<file path="src/rtl/l2_burst_adaptor.sv">
// Adapts 256-bit L2 line reads/writes into four 64-bit memory beats; resp_o pulses one cycle after the last beat.
// Beats advance only on resp_i (gaps allowed); optional watchdog under `L2_BURST_TIMEOUT_EN` sets sticky err_o.
module l2_burst_adaptor (
  input  logic         clk,
  input  logic         reset_n,
  input  logic [31:0]  address_i,
  input  logic         read_i,
  input  logic         write_i,
  input  logic [255:0] line_i,
  output logic [255:0] line_o,
  output logic         resp_o,
  output logic [31:0]  address_o,
  output logic         read_o,
  output logic         write_o,
  input  logic [63:0]  burst_i,
  output logic [63:0]  burst_o,
  input  logic         resp_i,
  output logic         err_o
);
  localparam logic [1:0] IDLE = 2'd0;
  localparam logic [1:0] RD   = 2'd1;
  localparam logic [1:0] WR   = 2'd2;
  localparam logic [1:0] DONE = 2'd3;

  logic [1:0]   state;
  logic [1:0]   cnt;
  logic [31:0]  addr_q;
  logic [255:0] line_q;
  logic         busy;
  logic         timeout;
  logic         unused_addr;

  assign busy = (state == RD) || (state == WR);
  // Memory bursts are line-aligned, so the low address bits are dropped.
  assign unused_addr = &{1'b0, addr_q[4:0]};

`ifdef L2_BURST_TIMEOUT_EN
  logic [9:0] idle_cnt;
  logic       err_q;

  // Counter sits at zero outside a burst, so it is already clear on entry to RD/WR.
  always_ff @(posedge clk or negedge reset_n) begin
    if (!reset_n) begin
      idle_cnt <= '0;
      err_q    <= 1'b0;
    end else if (!busy) begin
      idle_cnt <= '0;
    end else begin
      idle_cnt <= resp_i ? 10'd0 : idle_cnt + 10'd1;
      if (timeout) err_q <= 1'b1;
    end
  end

  assign timeout = busy && !resp_i && (idle_cnt == 10'd1022);
  assign err_o   = err_q;
`else
  assign timeout = 1'b0;
  assign err_o   = 1'b0;
`endif

  always_ff @(posedge clk or negedge reset_n) begin
    if (!reset_n) begin
      state  <= IDLE;
      cnt    <= '0;
      addr_q <= '0;
      line_q <= '0;
      line_o <= '0;
    end else begin
      case (state)
        IDLE: begin
          if (write_i) begin
            line_q <= line_i;
            addr_q <= address_i;
            cnt    <= '0;
            state  <= WR;
          end else if (read_i) begin
            addr_q <= address_i;
            cnt    <= '0;
            state  <= RD;
          end
        end
        RD, WR: begin
          if (resp_i) begin
            if (state == RD) line_o[{cnt, 6'b0} +: 64] <= burst_i;
            cnt <= cnt + 2'd1;
            if (cnt == 2'd3) state <= DONE;
          end else if (timeout) begin
            state <= DONE;
          end
        end
        default: state <= IDLE;
      endcase
    end
  end

  assign address_o = busy ? {addr_q[31:5], 5'b0} : 32'd0;
  assign read_o    = (state == RD);
  assign write_o   = (state == WR);
  assign resp_o    = (state == DONE);
  assign burst_o   = (state == WR) ? line_q[{cnt, 6'b0} +: 64] : 64'd0;
endmodule
</file>
<file path="config.mk">
export PLATFORM = sky130hd
export DESIGN_NAME = l2_burst_adaptor
export DESIGN_NICKNAME = d
export VERILOG_FILES = /design/src/rtl/l2_burst_adaptor.sv
export SDC_FILE = /design/constraint.sdc
export NUM_CORES = 1
export LEC_CHECK = 0
export BUFFER_PORTS_ARGS = -buffer_cell sky130_fd_sc_hd__buf_2
export CAP_MARGIN = 40
export CORE_AREA = 2 2 275 277
export DETAILED_ROUTE_END_ITERATION = 8
export DIE_AREA = 0 0 277 279
export GPL_TIMING_DRIVEN = 0
export PLACE_DENSITY = 0.53
export SLEW_MARGIN = 20
export SYNTH_ARGS = -nofsm -noshare
export SYNTH_HDL_FRONTEND = slang
export SYNTH_SLANG_ARGS = --single-unit
export TNS_END_PERCENT = 30
</file>
<file path="constraint.sdc">
create_clock -name clk -period 2.5 [get_ports clk]
set_input_delay 0.375 -clock clk [delete_from_list [all_inputs] [get_ports clk]]
set_output_delay 0.375 -clock clk [all_outputs]
set_load 0.01 [all_outputs]
</file>
==> PnR_summary.wiki <==
{| class="wikitable"
! Metric !! Value
|-
| Synth Cell Area || 22100 um2
|-
| Y dimension of the die || 279 um
|-
| Outcome || finished with violations
|-
| Main synth FF type || dfrtp_1
|-
| Share of async-settable or async-resettable flops after synthesis || 100%
|-
| Maximum number of pins on one net before global-route repair || 101
|-
| Number of endpoints with negative hold slack in the final report || 0
|-
| Min Tclk post-route || 2.59 ns
|-
| Area of the core || 74100 um2
|-
| Via count of the routed design || 16935
|-
| Maximum buffer depth of the clock tree || 3
|-
| Critical path fanouts, max || 10
|-
| Start point of the critical path || cnt[0]$_DFFE_PN0P_
|-
| Effective utilization at floorplan || 29.9%
|-
| Instance count on the critical path || 5
|-
| Period utilisation layout || 104%
|-
| Avg Vias per Cell || 4.85
|-
| Post-synthesis instance total || 1397
|-
| Cell Count, Final, Fillers Out || 3492
|-
| Final cell utilization of the core || 44.2%
|-
| Number of global-route vias before repair || 18773
|-
| Mean instance size in the synthesized netlist || 15.8 um2
|-
| Global route total overflow || 0
|-
| Type of the most critical hold path || in -> reg
|-
| Mean routed wirelength per cell || 22.9 um
|-
| Clock Latency Late Sink || 0.61 ns
|-
| R2R setup slack || 0.15 ns
|-
| Worst clock skew on the final layout || 0.0190 ns
|-
| Cell type contributing the most total cell area after synthesis || dfrtp_1
|-
| Critical path class || reg -> out
|-
| Placed cells || 3077
|-
| Synth warn || 0
|-
| Reg2reg end || line_o[174]$_DFFE_PN0P_
|-
| Slowest CP cell || mux4_2
|-
| Biggest cell delay along the critical path || 0.53 ns
|-
| Instance area after placement || 27000 um2
|-
| Port bufs || 700
|-
| RD Place Congestion || 0.841
|-
| All-layer global routing usage || 20.4%
|-
| Leakage dissipation || 16.1 nW
|-
| Post-Route WL || 80000 um
|-
| Net total in the final layout || 2835
|-
| Layout cell share with drive strength beyond 1 || 40.4%
|-
| Part of the Yosys area used for sequential elements || 61.4%
|-
| Peak supply drop || 0.619 mV
|-
| Number of setup violations in the final report || 62
|-
| Die Area || 77300 um2
|-
| Summed area of non-filler cells in the final layout || 32700 um2
|-
| Growth of design area from synthesis to finish || 47.9%
|-
| Level count of the clock H-tree || 3
|-
| Number of antenna violations at the first check in global routing || 6
|-
| Number of design-rule violations left by the first detailed-router iteration || 884
|-
| Clock sink count || 543
|-
| Launch point of the worst reg-to-reg path || cnt[1]$_DFFE_PN0P_
|-
| Final antenna-violating net count || 0
|-
| Wire length of the first global-routing pass || 120000 um
|-
| Reg2reg path depth || 9
|-
| Power density of the placed cells || 1100 nW/um2
|-
| CTS root buf || clkbuf_16
|-
| Number of enable-type register cells in the synthesized netlist || 0
|-
| Post-Place Setup Slack || -0.827 ns
|-
| Total count of max-transition violations in the final report || 0
|-
| Main area contributors after synthesis || dfrtp_1 (61%), mux2_1 (15%), a22o_1 (10%)
|-
| Data arrival time of the critical path || 2.22 ns
|-
| CP dominant cell by count || buf_12
|-
| RSZ-0062 raised after global routing || yes
|-
| Transition at the pin with the smallest max-transition slack || 0.724 ns
|-
| Clock buffer count from CTS || 67
|-
| Clock tree from TritonCTS || built
|-
| Worst path buffer plus inverter count || 3
|-
| Fill count || 6795
|-
| Share of Yosys cell area claimed by the top area cell type || 61.4%
|-
| Violated checks || negative setup slack
|-
| CP Capture Point || burst_o[47]
|-
| # IOs || 713
|-
| First-pass detailed-route iteration total || 5
|-
| Number of DRC violations after detailed routing || 0
|-
| Maximum capacitance violations || 0
|-
| Worst setup margin || -0.0905 ns
|-
| Count of standard-cell rows || 100
|-
| Crit path capture type || primary output
|-
| List of cells traversed by the critical path || buf_12, buf_12, mux4_2, and2_1, buf_2
|-
| Count of unique library cells instantiated by Yosys || 28
|-
| Relative slew margins || 51.6%
|-
| Total negative slack || -2.80 ns
|-
| Startpoint class of the critical path || register
|-
| Largest delay share family, worst path || multiplexers
|-
| CP Data Required Time || 2.12 ns
|-
| Die width || 277 um
|-
| Highest Clock Rate || 386 MHz
|-
| Clock input transition at the sequential cells of the worst setup and hold paths || 0.06 ns
|-
| Half-perimeter wire length after placement || 59500 um
|-
| Synthesis-stage register bit count || 543
|}
[routing by layer]
layer / track usage [%] / share of wire [%] / vias up
li1: - / - / 7373
met5: 0 / 0.015 / -
met3: 5.12 / 6.2 / 194
met1: 24.7 / 39 / 8726
met4: 9.16 / 4.5 / 2
met2: 34.5 / 50 / 640
[worst min-delay path by stage]
stage | start | endpoint | slack, ns | depth (start not counted)
2_1_floorplan | reset_n | addr_q[10]$_DFFE_PN0P_ | 0.08 | 0
3_5_place_dp | reset_n | line_q[27]$_DFFE_PN0P_ | 0.34 | 1
6_report | burst_i[10] | line_o[10]$_DFFE_PN0P_ | 0.04 | 2
4_1_cts | burst_i[3] | line_o[195]$_DFFE_PN0P_ | 0.00005 | 2
5_1_grt | burst_i[24] | line_o[88]$_DFFE_PN0P_ | 0.02 | 2
3_3_place_gp | addr_q[30]$_DFFE_PN0P_ | addr_q[30]$_DFFE_PN0P_ | 0.47 | 1
[registers in the layout, indices dropped and copies added (netlist names)]
register	flops
line_q	256
line_o	256
cnt	2
addr_q	27
state	2
[logic make-up (layout without fill, tap and decap cells)]
logic type	after synthesis	in the layout	synth area share, %
multiplexers	349	349	21.0
buffers and inverters	120	1235	3.40
AO/OA/AOI/OAI	264	264	10.4
other	1	12	0.0170
flip-flops	543	543	61.4
adder cells (fa/ha/maj)	11	11	0.622
AND/OR/NAND/NOR	109	109	3.16
[cells in the mapped netlist (2+ instances only)]
master    instances
o21ai_0           2
buf_2            35
and4_4            2
mux4_2           64
a22o_1          256
buf_1             3
dfrtp_1         543
nand2_1           4
ha_1             11
mux2_1          285
and2_1           91
inv_1             5
a21oi_1           3
buf_4            13
buf_6            28
clkbuf_1         36
nand3_1           5
[power by group]
part,internal [W],total (W),switching (W)
sequential,0.0119,0.0135,0.00165
clock,0.00605,0.0101,0.00407
combinational,0.00658,0.0124,0.00579
[final cells by class]
type,instances,area [um2],share of cell area [%]
inverters,5,18.8,0.0574
clock buffers,98,2000,6.13
flip-flops and latches,543,13600,41.5
repair buffers,996,6730,20.6
clock inverters,21,295,0.903
diodes,6,15.0,0.0459
plain buffers,115,953,2.91
well taps,969,1210,3.71
multi-input cells,739,7890,24.1
[per-stage QoR]
step,hold slack (ns),total power (W)
floorplan,0.0794,0.0201
finish,0.0417,0.0360
global placement,0.466,0.0245
CTS,0.0000500,0.0360
detailed placement,0.344,0.0249
global route,0.0204,0.0379
[layout by cell type (no fill, tap or decap), types with 7 or more instances in the layout]
cell           netlist  final
dlygate4sd3_1        0    287
mux2_1             285    285
and2_1              91     62
and2_4               0     29
a22o_1             256    256
mux4_2              64     64
buf_4               13      9
buf_12               0      9
buf_2               35    710
buf_6               28     55
dfrtp_1            543    540
clkbuf_2             0      9
clkbuf_16            0     69
clkbuf_8             0     21
ha_1                11      9
buf_16               0      7
clkbuf_1            36     29
[repair_timing]
item | in CTS | in global routing
buffers inserted | 2 | 0
pin swaps | 3 | 5
endpoints found under the hold margin | 352 | 0
gates resized for setup | 79 | 61
gates cloned | 0 | 1
endpoints found under the setup margin | 469 | 366
hold buffers | 287 | 0
Note: power is estimated with default switching activity, not from simulation.
